<file path="src/rtl/led_arb_pkg.sv">
// Shared types and the round-robin picker for the LED bank arbiter.
package led_arb_pkg;

  // Widest requester set the picker handles; top-level vectors are widened to this.
  localparam int RR_MAX_REQ = 32;
  localparam int RR_IDX_W   = 5;

  typedef enum logic [1:0] {
    ARB_IDLE  = 2'd0,
    ARB_GRANT = 2'd1,
    ARB_GAP   = 2'd2
  } arb_state_t;

  typedef struct packed {
    logic                valid;
    logic [RR_IDX_W-1:0] idx;
  } rr_pick_t;

  // Search starts at last_owner+1 and wraps, so last_owner itself is tried last.
  function automatic rr_pick_t rr_pick(
    input logic [RR_MAX_REQ-1:0] req,
    input logic [RR_IDX_W-1:0]   last_owner,
    input int unsigned           num_req
  );
    rr_pick_t    res;
    int unsigned cand;
    res = '0;
    for (int unsigned k = 1; k <= RR_MAX_REQ; k++) begin
      if (k <= num_req && !res.valid) begin
        cand = 32'(last_owner) + k;
        if (cand >= num_req) begin
          cand = cand - num_req;
        end
        if (req[cand[RR_IDX_W-1:0]]) begin
          res.valid = 1'b1;
          res.idx   = cand[RR_IDX_W-1:0];
        end
      end
    end
    return res;
  endfunction

endpackage

</file>
<file path="src/rtl/led_arbiter_tick_gen.sv">
// Free-running prescaler: one-cycle tick strobe every CLK_HZ/TICK_HZ clocks.
module tick_gen #(
  parameter int CLK_HZ  = 50_000_000,
  parameter int TICK_HZ = 1000
) (
  input  logic clk,
  input  logic rst_n,
  output logic tick
);

  localparam int DIV   = CLK_HZ / TICK_HZ;
  localparam int CNT_W = (DIV > 1) ? $clog2(DIV) : 1;
  localparam logic [CNT_W-1:0] CNT_LAST = CNT_W'(DIV - 1);

  logic [CNT_W-1:0] cnt_q, cnt_d;
  logic             tick_q, tick_d;

  // Count 0..DIV-1 and raise the strobe on the wrap.
  always_comb begin
    if (cnt_q == CNT_LAST) begin
      cnt_d  = '0;
      tick_d = 1'b1;
    end else begin
      cnt_d  = cnt_q + CNT_W'(1);
      tick_d = 1'b0;
    end
  end

  // Prescaler state registers.
  always_ff @(posedge clk or negedge rst_n) begin
    if (!rst_n) begin
      cnt_q  <= '0;
      tick_q <= 1'b0;
    end else begin
      cnt_q  <= cnt_d;
      tick_q <= tick_d;
    end
  end

  assign tick = tick_q;

endmodule

</file>
<file path="src/rtl/led_arbiter.sv">
// Round-robin owner arbitration of the LED bank with tick-based forced rotation
// and a one-cycle blank gap between owners. All outputs are registered.
module led_arbiter
  import led_arb_pkg::*;
#(
  parameter int NUM_REQ   = 4,
  parameter int LED_W     = 4,
  parameter int CLK_HZ    = 50_000_000,
  parameter int TICK_HZ   = 1000,
  parameter int MAX_TICKS = 1000
) (
  input  logic                          sys_clk_50m,
  input  logic                          sys_rst_n,
  input  logic [NUM_REQ-1:0]            req,
  input  logic [NUM_REQ-1:0][LED_W-1:0] req_leds,
  output logic [NUM_REQ-1:0]            gnt,
  output logic [LED_W-1:0]              leds,
  output logic                          busy
);

  localparam int OWNER_W = $clog2(NUM_REQ);
  localparam int TICK_W  = (MAX_TICKS > 0) ? $clog2(MAX_TICKS + 1) : 1;
  localparam logic [TICK_W-1:0] MAX_TICKS_C = TICK_W'(MAX_TICKS);
  localparam logic [OWNER_W-1:0] OWNER_RST  = OWNER_W'(NUM_REQ - 1);

  arb_state_t          state_q, state_d;
  logic [OWNER_W-1:0]  last_owner_q, last_owner_d;
  logic [TICK_W-1:0]   tick_cnt_q, tick_cnt_d;
  logic [NUM_REQ-1:0]  gnt_q, gnt_d;
  logic [LED_W-1:0]    leds_q, leds_d;
  logic                busy_q, busy_d;

  logic                tick;
  rr_pick_t            pick;
  logic [TICK_W-1:0]   tick_cnt_inc;
  logic [NUM_REQ-1:0]  owner_mask;
  logic                owner_req;
  logic                others_req;
  logic                preempt;
  logic                unused_pick_bits;

  tick_gen #(
    .CLK_HZ  (CLK_HZ),
    .TICK_HZ (TICK_HZ)
  ) u_tick_gen (
    .clk   (sys_clk_50m),
    .rst_n (sys_rst_n),
    .tick  (tick)
  );

  // Next winner if arbitration happens this cycle.
  always_comb begin
    pick = rr_pick(RR_MAX_REQ'(req), RR_IDX_W'(last_owner_q), NUM_REQ);
  end

  // Upper index bits are always zero for NUM_REQ <= 2**OWNER_W; fold them away.
  assign unused_pick_bits = ^pick.idx;

  // Saturating tick count and the forced-rotation decision. Preemption fires on
  // the edge where the count reaches MAX_TICKS, not one cycle after.
  always_comb begin
    tick_cnt_inc = tick_cnt_q;
    if (tick && (tick_cnt_q < MAX_TICKS_C)) begin
      tick_cnt_inc = tick_cnt_q + TICK_W'(1);
    end
    owner_mask = NUM_REQ'(1) << last_owner_q;
    owner_req  = |(req & owner_mask);
    others_req = |(req & ~owner_mask);
    preempt    = (MAX_TICKS != 0) && (tick_cnt_inc >= MAX_TICKS_C) && others_req;
  end

  // FSM next state; last_owner doubles as the current owner while in GRANT.
  always_comb begin
    state_d      = state_q;
    last_owner_d = last_owner_q;
    tick_cnt_d   = tick_cnt_q;
    case (state_q)
      ARB_IDLE, ARB_GAP: begin
        if (pick.valid) begin
          state_d      = ARB_GRANT;
          last_owner_d = pick.idx[OWNER_W-1:0];
          tick_cnt_d   = '0;
        end else begin
          state_d = ARB_IDLE;
        end
      end
      ARB_GRANT: begin
        tick_cnt_d = tick_cnt_inc;
        if (!owner_req || preempt) begin
          state_d = ARB_GAP;
        end
      end
      default: state_d = ARB_IDLE;
    endcase
  end

  // Output values for the next cycle, derived from the next state so they register cleanly.
  always_comb begin
    gnt_d  = '0;
    leds_d = '0;
    busy_d = 1'b0;
    if (state_d == ARB_GRANT) begin
      gnt_d  = NUM_REQ'(1) << last_owner_d;
      leds_d = req_leds[last_owner_d];
      busy_d = 1'b1;
    end
  end

  // State and output registers; reset drops the LEDs without waiting for a clock.
  always_ff @(posedge sys_clk_50m or negedge sys_rst_n) begin
    if (!sys_rst_n) begin
      state_q      <= ARB_IDLE;
      last_owner_q <= OWNER_RST;
      tick_cnt_q   <= '0;
      gnt_q        <= '0;
      leds_q       <= '0;
      busy_q       <= 1'b0;
    end else begin
      state_q      <= state_d;
      last_owner_q <= last_owner_d;
      tick_cnt_q   <= tick_cnt_d;
      gnt_q        <= gnt_d;
      leds_q       <= leds_d;
      busy_q       <= busy_d;
    end
  end

  assign gnt  = gnt_q;
  assign leds = leds_q;
  assign busy = busy_q;

endmodule

</file>
<file path="config.mk">
export PLATFORM = sky130hd
export DESIGN_NAME = led_arbiter
export DESIGN_NICKNAME = d
export VERILOG_FILES = /design/src/rtl/led_arb_pkg.sv /design/src/rtl/led_arbiter_tick_gen.sv /design/src/rtl/led_arbiter.sv
export SDC_FILE = /design/constraint.sdc
export NUM_CORES = 1
export LEC_CHECK = 0
export CORE_MARGIN = 2
export CORE_UTILIZATION = 52
export DETAILED_ROUTE_END_ITERATION = 8
export HOLD_SLACK_MARGIN = 0.03
export PLACE_DENSITY = 0.75
export SLEW_MARGIN = 5
export SYNTH_ARGS = -nofsm -noshare
export SYNTH_HDL_FRONTEND = slang
export SYNTH_HIERARCHICAL = 1
export SYNTH_SLANG_ARGS = --single-unit
</file>
<file path="constraint.sdc">
create_clock -name sys_clk_50m -period 5.9 [get_ports sys_clk_50m]
set_clock_uncertainty 0.1 [all_clocks]
set_input_delay 1.18 -clock sys_clk_50m [delete_from_list [all_inputs] [get_ports sys_clk_50m]]
set_output_delay 1.18 -clock sys_clk_50m [all_outputs]
set_load 0.02 [all_outputs]
</file>
==> Implementation_results.wiki, run 1 <==
{| class="wikitable"
! Metric !! Value
|-
| Outcome || completed
|-
| Total GRT Usage || 0.221
|-
| Logic pwr share || 0.541
|-
| Shortest period the worst path allows || 3.41 ns
|-
| WP data arrival || 3.49 ns
|-
| Category of the most critical setup path || primary input to flop
|-
| Synth Register Bits || 40
|-
| Floorplan row count || 25
|-
| H-tree depth reported by CTS || 2
|-
| Share of post-route cells with drive strength above 1 || 0.124
|-
| Max rail drop VDD || 0.000306 V
|-
| Area contributors post-synth || sky130_fd_sc_hd__dfrtp_1 (37%), sky130_fd_sc_hd__ha_1 (4.4%), sky130_fd_sc_hd__nand4_1 (3.2%), sky130_fd_sc_hd__a21oi_1 (2.8%), sky130_fd_sc_hd__xor2_1 (2.8%)
|-
| Avg Cell Area, Syn || 10.0 um2
|-
| TritonCTS clock tree || done
|-
| Register share of total power || 0.284
|-
| Antenna violations before repair || 0
|-
| Final core area utilization || 0.629
|-
| Slowest-stage cell, CP || sky130_fd_sc_hd__clkdlybuf4s50_1
|-
| Portion of total power attributed to the clock network || 0.175
|-
| Data required time of the worst path || 5.99 ns
|-
| Buffers added on ports || 30
|-
| HPWL after DPL || 3900 um
|-
| Final hold violation count || 0
|-
| Worst Setup End Kind || flop
|-
| Cell area after synthesis || 2540 um2
|-
| Aggregate global routing overflow || 0
|-
| Top fanout value on the critical path || 10
|-
| Number of synthesis warnings || 6
|-
| Switching share of power || 0.431
|-
| Top cells by count, synth || sky130_fd_sc_hd__dfrtp_1 (38), sky130_fd_sc_hd__nand2_1 (16), sky130_fd_sc_hd__nor2_1 (16)
|-
| Floorplan Core Area || 4720 um2
|-
| Count of mapped cells out of synthesis || 253
|-
| Number of maximum-capacitance violations || 0
|-
| Total instance count after detailed placement || 341
|-
| Total via count in the routed design || 2074
|-
| Initial Utilization || 0.537
|-
| Setup tns final || 0 ns
|-
| Number of unique standard cell types used by synthesis || 62
|-
| Vias per Instance || 5.94
|-
| Maximum clock rate || 293 MHz
|-
| Most instantiated flip-flop cell in the synthesis netlist || sky130_fd_sc_hd__dfrtp_1
|-
| Worst path max stage delay || 0.52 ns
|-
| Die Wd || 73.9 um
|-
| Num Clock Sinks || 40
|-
| Total nets after synthesis || 284
|-
| Number of buffers on the longest clock path || 2
|-
| Number of setup buffers added after CTS || 0
|-
| Top cell type's share of synthesized area || 0.375
|-
| Post_cts resized || 0
|-
| Synth area leader || sky130_fd_sc_hd__dfrtp_1
|-
| Power per cell area || 435 nW/um2
|-
| Post-placement worst setup slack || 2.22 ns
|-
| Post-route setup slack || 2.49 ns
|-
| Int Power || 0.000735 W
|-
| Standby leakage power || 1.25 nW
|-
| Height of the die || 73.9 um
|-
| CTS buffer count || 5
|-
| Pin slew with the least headroom to its limit || 0.947 ns
|-
| R2r setup slk || 2.81 ns
|-
| Residual DRC count || 0
|-
| Clock latency reported for the late side of the worst-skew pair || 0.30 ns
|-
| Number of flops mapped to enable cells by yosys || 0
|-
| Number of diodes added for antenna fixing || 0
|-
| Global-route wire length before repair || 9240 um
|-
| Routed wire length || 5560 um
|-
| Fraction of registers with async set/reset || 1.00
|-
| Post-DRT Antenna Nets || 0
|-
| Fill count || 397
|-
| Final Cycle Share || 0.578
|-
| Ports placed on the boundary || 31
|-
| Post-synthesis sequential area ratio || 0.395
|-
| Initial DRC count || 169
|-
| Average wire per cell in the routed design || 15.9 um
|-
| Clock root buffer || sky130_fd_sc_hd__clkbuf_8
|-
| Number of global-route vias before repair || 1959
|-
| Sw Pwr || 0.000557 W
|-
| RSZ-0062 raised after global routing || false
|-
| Critical path launch point type || primary input
|-
| Overall die area || 5450 um2
|-
| Worst slew margin || 0.360
|-
| Layout overhead on the synthesized area || 17.1%
|-
| Top-count cell post-synth || sky130_fd_sc_hd__dfrtp_1
|-
| Type of the worst min-delay path || flop to flop
|-
| Placer Congestion || 0.847
|-
| Fin cells || 349
|-
| Largest net degree at the start of global routing || 41
|-
| Post-CTS Hold Fix Bufs || 0
|-
| Total number of nets in the final design || 312
|-
| DRT Pass-1 Iters || 4
|-
| Post-CTS clock slew at the launch and capture registers of the worst setup and hold paths || 0.08 ns
|-
| Hold Worst Slack || 0.402 ns
|-
| Final number of setup-violating endpoints || 0
|-
| Final Slew Violations || 0
|-
| CP Cell Sequence || clkdlybuf4s50_1, mux4_2, nand2b_1, a41oi_2, a211oi_4, o21ba_2
|}
[layout make-up]
type	count	area, um2	share of cell area
flip-flops and latches	40	1000	0.338
clock buffers	5	68.8	0.0232
inverters	16	60.1	0.0202
well taps	67	83.8	0.0282
multi-input cells	188	1420	0.477
repair buffers	30	295	0.0994
clock inverters	3	42.5	0.0143
[sequential cells by signal, summed over array words and instances, names as in the netlist]
signal / flops
busy: 1
gnt: 4
last_owner_q: 2
leds: 4
state_q: 2
tick_cnt_q: 10
u_tick_gen/cnt_q: 16
u_tick_gen/tick: 1
[cells by family (layout without fill, tap and decap cells)]
family | count (synthesis) | count (layout) | share of synthesized area
and+or+nand+nor | 91 | 91 | 0.208
AOI/OAI and AO/OA | 63 | 63 | 0.194
DFF | 40 | 40 | 0.395
buffers and inverters | 25 | 54 | 0.0459
xor gates and xnor gates | 14 | 14 | 0.0483
muxes | 11 | 11 | 0.0641
adders and majority gates | 9 | 9 | 0.0444
[power by group through the flow]
stage,registers (W),logic (W),clock network [W]
3_3_place_gp,0.000372,0.000676,0
2_1_floorplan,0.000379,0.000516,0
5_1_grt,0.000376,0.000763,0.000241
4_1_cts,0.000369,0.000695,0.000229
6_report,0.000367,0.000699,0.000226
3_5_place_dp,0.000373,0.000689,0
[routing by layer]
| metal | vias to the layer above | wire [um] | global-route usage |
|---|---|---|---|
| met5 | - | 0 | 0 |
| met4 | 0 | 85 | 0.0626 |
| met2 | 56 | 2580 | 0.345 |
| li1 | 998 | - | - |
| met3 | 9 | 245 | 0.0453 |
| met1 | 1011 | 2650 | 0.313 |
[cell usage in the layout, fill, tap and decap left out, types with 7 or more instances in the layout]
cell type / instances
sky130_fd_sc_hd__nand2_1: 16
sky130_fd_sc_hd__inv_1: 15
sky130_fd_sc_hd__o31ai_1: 8
sky130_fd_sc_hd__nand4_1: 13
sky130_fd_sc_hd__ha_1: 9
sky130_fd_sc_hd__nor3_1: 10
sky130_fd_sc_hd__nor2_1: 16
sky130_fd_sc_hd__xor2_1: 8
sky130_fd_sc_hd__dfrtp_1: 38
sky130_fd_sc_hd__clkdlybuf4s50_1: 29
sky130_fd_sc_hd__and4_1: 7
sky130_fd_sc_hd__a21oi_1: 14
[worst max-delay path, delay by kind of cell]
family,cells,cell delay (ns)
buffers and inverters,1,0.52
AOI/OAI and AO/OA,3,1.00
and+or+nand+nor,1,0.27
muxes,1,0.51
[through the flow]
| stage | instance area, um2 | total power, W |
|---|---|---|
| floorplan | 2540 | 0.000895 |
| global placement | 2860 | 0.00105 |
| detailed placement | 2860 | 0.00106 |
| CTS | 2970 | 0.00129 |
| global route | 2970 | 0.00138 |
| finish | 2970 | 0.00129 |
[path summary, 6_finish.rpt]
check                                         startpoint                            end  depth (start not counted)
hold / removal             u_tick_gen/cnt_q[0]$_DFF_PN0_  u_tick_gen/cnt_q[0]$_DFF_PN0_                          1
setup reg to reg               last_owner_q[0]$_DFF_PN1_              leds[1]$_DFF_PN0_                          7
max in group asynchronous                      sys_rst_n              leds[3]$_DFF_PN0_                          1
hold reg to reg            u_tick_gen/cnt_q[0]$_DFF_PN0_  u_tick_gen/cnt_q[0]$_DFF_PN0_                          1
setup / recovery                                  req[2]              leds[1]$_DFF_PN0_                          6
min in group asynchronous                      sys_rst_n      tick_cnt_q[6]$_DFFE_PN0P_                          1
Power figures use the tool's default switching activity.
==> run 2, diff against run 1 <==
--- a/config.mk
+++ b/config.mk
@@ -6,10 +6,10 @@
 export NUM_CORES = 1
 export LEC_CHECK = 0
 export CORE_MARGIN = 2
-export CORE_UTILIZATION = 52
+export CORE_UTILIZATION = 50
 export DETAILED_ROUTE_END_ITERATION = 8
 export HOLD_SLACK_MARGIN = 0.03
-export PLACE_DENSITY = 0.75
+export PLACE_DENSITY = 0.76
 export SLEW_MARGIN = 5
 export SYNTH_ARGS = -nofsm -noshare
 export SYNTH_HDL_FRONTEND = slang
==> constraint.sdc (replaced) <==
create_clock -name sys_clk_50m -period 2.9 [get_ports sys_clk_50m]
set_clock_uncertainty 0.1 [all_clocks]
set_input_delay 0.58 -clock sys_clk_50m [delete_from_list [all_inputs] [get_ports sys_clk_50m]]
set_output_delay 0.58 -clock sys_clk_50m [all_outputs]
set_load 0.02 [all_outputs]
==> run 2 against run 1 <==
- flip-flop and latch count unchanged
- sequential power grew 89%
- clock power increased by 71%
- largest power group unchanged
- sequential share of layout area shrank 1.2 points
- critical path type is now flop to flop
==> Implementation_results.wiki, run 2 (synthesis results as in run 1) <==
{| class="wikitable"
! Metric !! Value
|-
| TritonCTS clock tree || done
|-
| Floorplan Core Area || 4820 um2
|-
| Final hold violation count || 0
|-
| Share of post-route cells with drive strength above 1 || 0.171
|-
| HPWL after DPL || 3960 um
|-
| CTS buffer count || 5
|-
| Category of the most critical setup path || flop to flop
|-
| Critical path launch point type || flop
|-
| Type of the worst min-delay path || primary input to asynchronous set/reset pin
|-
| Met3 track demand over resource in global routing || 0.0388
|-
| Aggregate global routing overflow || 0
|-
| Final Cycle Share || 0.922
|-
| Layout overhead on the synthesized area || 21.4%
|-
| Gr busiest metal || met2
|-
| Commonest cells after routing, fill and taps aside || sky130_fd_sc_hd__dfrtp_1 (38), sky130_fd_sc_hd__clkdlybuf4s50_1 (29), sky130_fd_sc_hd__buf_4 (17)
|-
| H-tree depth reported by CTS || 2
|-
| Total via count in the routed design || 2116
|-
| Global-route wire length before repair || 9270 um
|-
| RSZ-0062 raised after global routing || false
|-
| Initial Utilization || 0.527
|-
| Met2 usage in global routing || 0.329
|-
| Post_cts resized || 0
|-
| Final Slew Violations || 0
|-
| Standby leakage power || 1.32 nW
|-
| Worst Setup End Kind || flop
|-
| Outcome || completed
|-
| Die Wd || 75.2 um
|-
| Register containing the most flip-flops in the final layout || u_tick_gen/cnt_q
|-
| Post-placement worst setup slack || -0.0283 ns
|-
| Clock root buffer || sky130_fd_sc_hd__clkbuf_8
|-
| Most frequent standard cell in the layout excluding fill and tap cells || sky130_fd_sc_hd__dfrtp_1
|-
| Initial DRC count || 185
|-
| Registers with the most flip-flops || u_tick_gen/cnt_q: 16 flops, tick_cnt_q: 10 flops
|-
| Post-route setup slack || 0.226 ns
|-
| Number of buffers on the longest clock path || 2
|-
| Vias per Instance || 5.78
|-
| Startpoint of the most critical register-to-register path || last_owner_q[1]$_DFF_PN1_
|-
| Placer Congestion || 0.906
|-
| Top fanout value on the critical path || 7
|-
| Setup tns final || 0 ns
|-
| DRT Pass-1 Iters || 4
|-
| Maximum clock rate || 374 MHz
|-
| Overall die area || 5660 um2
|-
| Largest net degree at the start of global routing || 41
|-
| Clock latency reported for the late side of the worst-skew pair || 0.29 ns
|-
| Number of maximum-capacitance violations || 0
|-
| Average wire per cell in the routed design || 14.7 um
|-
| Routed wire length || 5380 um
|-
| Reg2Reg Capture Point || leds[2]$_DFF_PN0_
|-
| Final number of setup-violating endpoints || 0
|-
| Floorplan row count || 25
|-
| Flip-flop count of the largest register, all copies and words added || 16
|-
| Num Clock Sinks || 40
|-
| Residual DRC count || 0
|-
| Data required time of the worst path || 2.98 ns
|-
| Height of the die || 75.2 um
|-
| Buffers added on ports || 30
|-
| Pin slew with the least headroom to its limit || 0.840 ns
|-
| Max rail drop VDD || 0.000706 V
|-
| Post-DRT Antenna Nets || 0
|-
| Startpoint of the worst setup timing path || last_owner_q[1]$_DFF_PN1_
|-
| R2r setup slk || 0.23 ns
|-
| Post-CTS Hold Fix Bufs || 0
|-
| Logic depth of the worst register-to-register path || 9
|-
| CP Cell Sequence || inv_1, ha_1, mux4_2, nand2b_1, o21ai_1, buf_4, o31ai_1, a21oi_1, o21ba_1
|-
| Number of setup buffers added after CTS || 0
|-
| Power per cell area || 895 nW/um2
|-
| Post-CTS clock slew at the launch and capture registers of the worst setup and hold paths || 0.08 ns
|-
| Total GRT Usage || 0.214
|-
| Antenna violations before repair || 0
|-
| Number of diodes added for antenna fixing || 0
|-
| Worst path max stage delay || 0.53 ns
|-
| WP data arrival || 2.75 ns
|-
| Number of global-route vias before repair || 2014
|-
| Shortest period the worst path allows || 2.67 ns
|-
| Final core area utilization || 0.640
|-
| Total number of nets in the final design || 329
|-
| Global Route met1 Usage || 0.313
|-
| Ports placed on the boundary || 31
|-
| Worst slew margin || 0.433
|-
| Slowest-stage cell, CP || sky130_fd_sc_hd__dfstp_2
|}
-- run 2: cell types whose count changed in the layout (fill, tap and decap cells not counted), sizes merged --
cell	before	now
buf	1	18
bufinv	1	0
clkbuf	5	7
clkinv	1	0
-- run 2: worst max path at each step --
stage,to,slack (ns)
floorplan,leds[0]$_DFF_PN0_,0.21
global placement,leds[1]$_DFF_PN0_,0.05
detailed placement,leds[2]$_DFF_PN0_,-0.03
CTS,leds[2]$_DFF_PN0_,0.22
global route,leds[2]$_DFF_PN0_,0.06
finish,leds[2]$_DFF_PN0_,0.23
-- run 2: metrics by stage --
stage                     power [W]  hold slack (ns)  cells  instance area (um2)
after floorplan             0.00182            0.184    253                 2540
after global placement      0.00233            0.378    358                 2990
after detailed placement    0.00237            0.384    358                 2990
after CTS                   0.00278            0.330    366                 3080
after global routing        0.00296            0.378    366                 3080
final                       0.00276            0.283    366                 3080
-- run 2: critical path, delay by kind of cell, from the launching register on --
family / cells / cell delay (ns)
AO/OA/AOI/OAI: 4 / 0.68
flip-flops: 1 / 0.53
adder cells (fa/ha/maj): 1 / 0.37
multiplexers: 1 / 0.32
AND/OR/NAND/NOR: 1 / 0.31
buffers and inverters: 2 / 0.26
-- run 2: report_power, final --
part           internal, W  switching, W  total (W)
logic             0.000757      0.000922    0.00168
clock network     0.000193      0.000193   0.000387
registers         0.000651     0.0000425   0.000693
total              0.00160       0.00116    0.00276
-- run 2: cell type report --
type	instances	area [um2]
fill	403	1740
multi-input combinational	188	1420
sequential	40	1000
timing repair buffer	47	423
clock buffer	7	86.3
tap	67	83.8
inverter	16	60.1
clock inverter	1	7.51
-- run 2: metal layers --
metal	wire length, um	part of all wire	vias up
met5	0	0	-
met4	56	0.010	0
met3	303	0.056	7
met2	2520	0.47	59
met1	2500	0.46	1022
li1	-	-	1028
